$ cat src/rtl/stage_fetch.sv
// stage_fetch: instruction-fetch stage (PC register, optional direct-mapped BTB with
//   2-bit counters).
// Latency: outputs are combinational from the PC; next PC is registered on each clk edge.
// Backpressure: stall holds the PC. A redirect overrides stall. BTB training ignores stall.
//
// Optional feature macro: STAGE_FETCH_BPRED_EN
//   defined   -> BTB built; taken predictions steer the next PC.
//   undefined -> no BTB; bPredictedTakenF = 0; upd* inputs ignored.
//
// Ports:
//   clk, rst (synchronous, active-high)
//   stall, redirect, redirectPc          - PC control from decode/execute
//   updEn, updPc, updTarget, updTaken    - BTB training from execute
//   imemAddr / imemData                  - instruction memory (combinational read)
//   instrF, pcF, pcPlus4F, bPredictedTakenF - fetch/decode interface
module stage_fetch #(
    parameter int          BTB_ENTRIES = 16,
    parameter logic [31:0] RESET_PC    = 32'h0000_0000
) (
    input  logic        clk,
    input  logic        rst,
    input  logic        stall,
    input  logic        redirect,
    input  logic [31:0] redirectPc,
    input  logic        updEn,
    input  logic [31:0] updPc,
    input  logic [31:0] updTarget,
    input  logic        updTaken,
    output logic [31:0] imemAddr,
    input  logic [31:0] imemData,
    output logic [31:0] instrF,
    output logic [31:0] pcF,
    output logic [31:0] pcPlus4F,
    output logic        bPredictedTakenF
);

    logic [31:0] pc;
    logic        pred_taken;
    logic [31:0] pred_target;

    assign pcF      = pc;
    assign imemAddr = pc;
    assign pcPlus4F = pc + 32'd4;
    assign instrF   = imemData;
    assign bPredictedTakenF = pred_taken;

`ifdef STAGE_FETCH_BPRED_EN
    localparam int IDX  = $clog2(BTB_ENTRIES);
    localparam int TAGW = 32 - IDX - 2;

    logic [BTB_ENTRIES-1:0] btb_valid;
    logic [TAGW-1:0]        btb_tag    [BTB_ENTRIES];
    logic [29:0]            btb_target [BTB_ENTRIES];
    logic [1:0]             btb_ctr    [BTB_ENTRIES];

    // Lookup for the current PC; reads registered contents, so an update in the
    // same cycle is only seen from the next cycle on.
    logic [IDX-1:0]  lk_idx;
    logic [TAGW-1:0] lk_tag;
    logic            lk_hit;

    assign lk_idx      = pc[IDX+1:2];
    assign lk_tag      = pc[31:IDX+2];
    assign lk_hit      = btb_valid[lk_idx] && (btb_tag[lk_idx] == lk_tag);
    assign pred_taken  = lk_hit && btb_ctr[lk_idx][1];
    assign pred_target = {btb_target[lk_idx], 2'b00};

    logic [IDX-1:0]  up_idx;
    logic [TAGW-1:0] up_tag;
    logic            up_hit;

    assign up_idx = updPc[IDX+1:2];
    assign up_tag = updPc[31:IDX+2];
    assign up_hit = btb_valid[up_idx] && (btb_tag[up_idx] == up_tag);

    // Only valid bits are reset; tag/target/ctr are don't-care while invalid.
    always_ff @(posedge clk) begin
        if (rst) begin
            btb_valid <= '0;
        end else if (updEn) begin
            if (up_hit) begin
                if (updTaken) begin
                    if (btb_ctr[up_idx] != 2'b11)
                        btb_ctr[up_idx] <= btb_ctr[up_idx] + 2'd1;
                    btb_target[up_idx] <= updTarget[31:2];
                end else if (btb_ctr[up_idx] != 2'b00) begin
                    btb_ctr[up_idx] <= btb_ctr[up_idx] - 2'd1;
                end
            end else if (updTaken) begin
                // Allocate (or evict an aliasing entry) as weakly taken.
                btb_valid[up_idx]  <= 1'b1;
                btb_tag[up_idx]    <= up_tag;
                btb_target[up_idx] <= updTarget[31:2];
                btb_ctr[up_idx]    <= 2'b10;
            end
        end
    end

    // Low address bits are word-offset and carry no information here.
    logic unused_bits;
    assign unused_bits = ^{redirectPc[1:0], updPc[1:0], updTarget[1:0]};
`else
    assign pred_taken  = 1'b0;
    assign pred_target = 32'h0000_0000;

    logic unused_bits;
    assign unused_bits = ^{redirectPc[1:0], updEn, updPc, updTarget, updTaken,
                           pred_target};
`endif

    // Next-PC priority: reset, redirect, stall, predicted target, sequential.
    always_ff @(posedge clk) begin
        if (rst)
            pc <= RESET_PC;
        else if (redirect)
            pc <= {redirectPc[31:2], 2'b00};
        else if (!stall) begin
            if (pred_taken)
                pc <= pred_target;
            else
                pc <= pc + 32'd4;
        end
    end

endmodule

$ cat config.mk
export PLATFORM = sky130hd
export DESIGN_NAME = stage_fetch
export DESIGN_NICKNAME = d
export VERILOG_FILES = /design/src/rtl/stage_fetch.sv
export SDC_FILE = /design/constraint.sdc
export NUM_CORES = 1
export LEC_CHECK = 0
export CAP_MARGIN = 20
export CORE_AREA = 10 10 103 105
export DETAILED_ROUTE_END_ITERATION = 7
export DIE_AREA = 0 0 113 115
export GPL_ROUTABILITY_DRIVEN = 0
export PLACE_DENSITY_LB_ADDON = 0.15
export RECOVER_POWER = 100
export SYNTH_ARGS = -nofsm -noshare
export SYNTH_HDL_FRONTEND = slang
export SYNTH_SLANG_ARGS = --single-unit
$ cat constraint.sdc
create_clock -name clk -period 6.5 [get_ports clk]
set_input_delay 0.65 -clock clk [delete_from_list [all_inputs] [get_ports clk]]
set_output_delay 0.65 -clock clk [all_outputs]
set_load 0.005 [all_outputs]
==> impl_metrics.env, run 1 <==
export IMPL_status="complete, but fails checks"
export IMPL_violations="capacitance limit, slew limit"
export IMPL_grt_overflow_total=0
export IMPL_final_min_clock_period_ps=3720
export IMPL_cts_root_buffer="clkbuf_8"
export IMPL_largest_register_ffs=30
export IMPL_antenna_found_initial=0
export IMPL_syn_inst=362
export IMPL_final_common_cell="dlygate4sd3_1"
export IMPL_post_cts_buffers=0
export IMPL_power_mw=0.555
export IMPL_die_w_um=113
export IMPL_p_leak_nw=1.41
export IMPL_fin_crit_sh=0.573
export IMPL_slowest_delay_ps=620
export IMPL_cts_tree="done"
export IMPL_met1Wirelength_mm=3.94
export IMPL_syn_avg_cell_area_um2=7.87
export IMPL_cp_cell_sequence="ha_1 > nand3_1 > or4_1 > nor4_1 > xor2_1 > dlygate4sd3_1"
export IMPL_start_kind="flip-flop"
export IMPL_synthArstFlopShare=0
export IMPL_crit_type="reg2out"
export IMPL_crit_path_top_delay_cell="or4_1"
export IMPL_drc_errors=0
export IMPL_rows=34
export IMPL_fin_worst_skew_ps=4.71
export IMPL_grt_max_degree=53
export IMPL_final_cell_mix="dlygate4sd3_1, clkdlybuf4s50_1, nor2_1, dfxtp_1, xnor2_1"
export IMPL_crit_fanout=8
export IMPL_first_pass_iters=4
export IMPL_worstSkewPairLatency_ps=290
export IMPL_drv_slew=53
export IMPL_yosys_warnings=0
export IMPL_ys_flop_type="dfxtp_1"
export IMPL_cts_buffers_inserted=5
export IMPL_clkSinkCount=30
export IMPL_crit_buf_inv=1
export IMPL_place_hpwl_mm=7.10
export IMPL_diodes=0
export IMPL_path_delay_family="simple AND/OR/NAND/NOR gates"
export IMPL_drv_cap=1
export IMPL_ant_nets=0
export IMPL_maxSlewHeadroom=-0.0363
export IMPL_synth_edf_count=0
export IMPL_core_area_um2=8550
export IMPL_port_buffers=123
export IMPL_hold_viol=0
export IMPL_dr_wl_met2_mm=4.42
export IMPL_grt_usage=0.138
export IMPL_grt_pass1_wl_mm=14.8
export IMPL_n_fill_cell=886
export IMPL_cts_max_level=2
export IMPL_rsz0062_at_grt="false"
export IMPL_initial_core_util=0.333
export IMPL_clock_path_buffers=2
export IMPL_grt_pass1_vias=2644
export IMPL_ys_seq_area_frac=0.211
export IMPL_max_freq_mhz=269
export IMPL_io_pin_count=263
export IMPL_final_layout_size_suffix_gt1_frac=0.0270
export IMPL_wl_per_cell_um=18.4
export IMPL_drt_iter0_markers=136
export IMPL_die_area_um2=13000
export IMPL_ys_ff_latch=30
export IMPL_num_vias=2699
export IMPL_clkTransAtPathRegs_ps=70
export IMPL_tns_ps=0
export IMPL_areaGrowthSynthToFinish_pct=28.8
export IMPL_top_layer="met4"
export IMPL_finalNetCount=542
export IMPL_cp_data_required_time_ps=5850
export IMPL_endpoint_kind="output pin"
export IMPL_wl_met3_um=993
export IMPL_worstMarginPinSlew_ps=1550
export IMPL_syn_area_um2=2850
export IMPL_synthDistinctLibCells=47
export IMPL_cp_arrival_ps=3070
export IMPL_cts_repair_resized=0
export IMPL_die_height_um=115
export IMPL_ir_drop_mv=0.0927
export IMPL_setup_viol=0
export IMPL_worstHoldPathType="reg2reg"
export IMPL_postLayoutCoreUtil=0.429
export IMPL_via_per_inst=5.23
export IMPL_drt_wl_total_mm=9.47
export IMPL_powerDensity_nw_per_um2=151
export IMPL_cts_hold_fix_buffers=0
cells in the mapped netlist, types with 3 or more instances:
cell type   n  share of area
nand2_1    19          0.025
buf_4      74           0.19
a311oi_1   12          0.037
or3_1       6          0.013
dfxtp_1    30           0.21
nor2b_1     6          0.013
xor2_1     13          0.040
nor3_1     10          0.018
inv_1       4         0.0053
clkbuf_1   12          0.016
or4_1       9          0.024
nor4_1      7          0.015
and4_1      7          0.022
nand4_1    13          0.029
o2111a_1    3          0.012
o21ai_0     6          0.011
nand3_1    13          0.023
xnor2_1    26          0.080
buf_6       5          0.020
nor2_1     35          0.046
o31ai_1     7          0.018
a211oi_1    9          0.024
and3_1      4         0.0088
per-layer routing:
metal  up-vias  global-route usage
met5         -                   0
met1      1246               0.161
met3        21              0.0589
met4         0              0.0465
li1       1316                   -
met2       116               0.223
layout make-up:
cell class              instances  area (µm²)  share of cell area
well taps                     108         135              0.0368
flip-flops and latches         30         601               0.164
multi-input cells             238        1560               0.424
inverters                       5        18.8             0.00511
clock buffers                   8         110              0.0300
repair buffers                127        1250               0.340
report_power, final:
part | total (mW) | internal, mW | switching (mW) | leakage (nW)
clock network | 0.183 | 0.107 | 0.0756 | 0.0575
registers | 0.229 | 0.197 | 0.0315 | 0.249
logic | 0.144 | 0.0904 | 0.0537 | 1.11
total | 0.555 | 0.395 | 0.161 | 1.41
path summary, 6_finish.rpt:
kind	from	to	slack, ps	cells past startpoint
setup / recovery	imemAddr[2]	pcPlus4F[22]	2780	6
hold / removal	imemAddr[30]	imemAddr[30]	590	2
setup reg to reg	imemAddr[2]	imemAddr[30]	3910	5
hold reg to reg	imemAddr[30]	imemAddr[30]	590	2
cell families (layout without fill, tap and decap cells):
logic type,count (synthesis),after routing,synth area share
AOI/OAI and AO/OA,48,48,0.133
muxes,1,1,0.00351
adders and majority gates,1,1,0.00439
buffers and inverters,100,140,0.248
xor gates and xnor gates,39,39,0.120
DFF,30,30,0.211
and+or+nand+nor,142,142,0.279
other,1,7,0.00132
metrics by stage:
stage | std cells | instance area (µm²) | hold slack, ps | setup slack [ps]
detailed placement | 507 | 3580 | 586 | 2890
CTS | 515 | 3690 | 601 | 2560
global route | 516 | 3670 | 631 | 2580
finish | 516 | 3670 | 591 | 2780
global placement | 507 | 3580 | 583 | 2970
floorplan | 368 | 2870 | 539 | 4050
worst reg2reg max path: stages, from the launching register on:
cell	delay, ps
dfxtp_1	480
ha_1	340
nand3_1	290
or4_1	620
or4_1	510
a311oi_1	260
Power figures use the tool's default switching activity.
==> run 2, diff against run 1 <==
- CORE_AREA: 10 10 103 105 -> 10 10 112 114
- DIE_AREA: 0 0 113 115 -> 0 0 122 124
- clock period: 6.5 -> 3.3 ns (I/O delays scaled with it)
==> impl_metrics.env, run 2 (synthesized netlist as in run 1, its figures left out) <==
export IMPL_final_layout_size_suffix_gt1_frac=0.0549
export IMPL_worstHoldPathType="reg2reg"
export IMPL_tns_ps=0
export IMPL_drv_cap=1
export IMPL_diodes=0
export IMPL_areaGrowthSynthToFinish_pct=33.3
export IMPL_final_min_clock_period_ps=3080
export IMPL_cts_max_level=2
export IMPL_p_leak_nw=1.45
export IMPL_crit_path_top_delay_cell="dlygate4sd3_1"
export IMPL_max_freq_mhz=325
export IMPL_wl_per_cell_um=17.9
export IMPL_clock_path_buffers=2
export IMPL_num_vias=2685
export IMPL_drt_iter0_markers=101
export IMPL_via_per_inst=4.84
export IMPL_r2r_start="imemAddr[3]"
export IMPL_grt_pass1_vias=2675
export IMPL_violations="capacitance limit, slew limit"
export IMPL_worstSkewPairLatency_ps=290
export IMPL_status="complete, but fails checks"
export IMPL_rsz0062_at_grt="false"
export IMPL_die_area_um2=15100
export IMPL_cts_tree="done"
export IMPL_cp_cell_sequence="clkbuf_1 > and4_1 > nand4_1 > buf_4 > nor3_1 > xor2_1 > dlygate4sd3_1"
export IMPL_cp_arrival_ps=2750
export IMPL_final_common_cell="dlygate4sd3_1"
export IMPL_core_area_um2=10200
export IMPL_grt_pass1_wl_mm=15.2
export IMPL_clkSinkCount=30
export IMPL_drv_slew=44
export IMPL_whs_ps=586
export IMPL_powerDensity_nw_per_um2=292
export IMPL_ant_nets=0
export IMPL_cts_root_buffer="clkbuf_8"
export IMPL_die_w_um=122
export IMPL_largest_register_ffs=30
export IMPL_cp_data_required_time_ps=2970
export IMPL_grt_usage=0.125
export IMPL_cts_buffers_inserted=5
export IMPL_final_cell_mix="dlygate4sd3_1, clkdlybuf4s50_1, nor2_1, dfxtp_1, xnor2_1"
export IMPL_io_pin_count=263
export IMPL_endpoint_kind="output pin"
export IMPL_crit_type="reg2out"
export IMPL_fin_crit_sh=0.933
export IMPL_fin_worst_skew_ps=5.97
export IMPL_slowest_delay_ps=590
export IMPL_setup_viol=0
export IMPL_grt_max_degree=44
export IMPL_initial_core_util=0.279
export IMPL_first_pass_iters=4
export IMPL_hold_viol=0
export IMPL_ir_drop_mv=0.116
export IMPL_finalNetCount=553
export IMPL_port_buffers=123
export IMPL_crit_fanout=10
export IMPL_start_kind="flip-flop"
export IMPL_grt_overflow_total=0
export IMPL_power_mw=1.11
export IMPL_clkTransAtPathRegs_ps=70
export IMPL_worstMarginPinSlew_ps=1890
export IMPL_n_fill_cell=1069
export IMPL_drt_wl_total_mm=9.94
export IMPL_place_hpwl_mm=7.40
export IMPL_maxSlewHeadroom=-0.259
export IMPL_die_height_um=124
export IMPL_hold_start="imemAddr[30]"
export IMPL_antenna_found_initial=0
export IMPL_drc_errors=0
export IMPL_rows=37
export IMPL_worstSetupStartpoint="imemAddr[6]"
## run 2: worst paths after layout
check | to | slack, ps | cells past startpoint
min reg2reg | imemAddr[30] | 590 | 2
max reg2reg | imemAddr[30] | 990 | 5
max | pcPlus4F[25] | 220 | 7
min | imemAddr[30] | 590 | 2
## run 2: cell type report
cell class	instances	area, µm²	share of cell area
Clock buffer	8	110	0.0290
Inverter	5	18.8	0.00494
Multi-Input combinational cell	238	1580	0.416
Sequential cell	30	601	0.158
Tap cell	136	170	0.0448
Timing Repair Buffer	138	1320	0.348
## run 2: where the power goes
| part | switching [mW] | internal (mW) | leakage [nW] |
|---|---|---|---|
| combinational | 0.118 | 0.184 | 1.14 |
| sequential | 0.0530 | 0.388 | 0.249 |
| clock | 0.156 | 0.211 | 0.0575 |
| total | 0.327 | 0.783 | 1.45 |
## run 2: metrics by stage
step	util	instances	setup slack [ps]	area [µm²]
2_1_floorplan	-	368	1130	2870
4_1_cts	0.371	553	31.9	3800
3_3_place_gp	0.361	545	395	3690
3_5_place_dp	0.361	545	361	3690
5_1_grt	0.371	555	31.5	3800
6_report	0.371	555	222	3800
## run 2: critical path: cells and delay by family, from the launching register on
kind	cells	cell delay, ps
buffers and inverters	3	1200
DFF	1	380
xor gates and xnor gates	1	160
and+or+nand+nor	3	720
## run 2: metal layers
metal  GRT usage  wire, µm  vias up
met1       0.153      4270     1236
met2       0.206      4670      100
met5           0         0        -
met4      0.0373       100        0
met3      0.0412       902       13
li1            -         -     1336
## run 2: timing repair
action / in CTS / in global routing
endpoints found under the setup margin: 0 / 4
hold buffers: 0 / 0
resized for setup: 0 / 2
endpoints found under the hold margin: 0 / 0
buffers inserted: 0 / 2
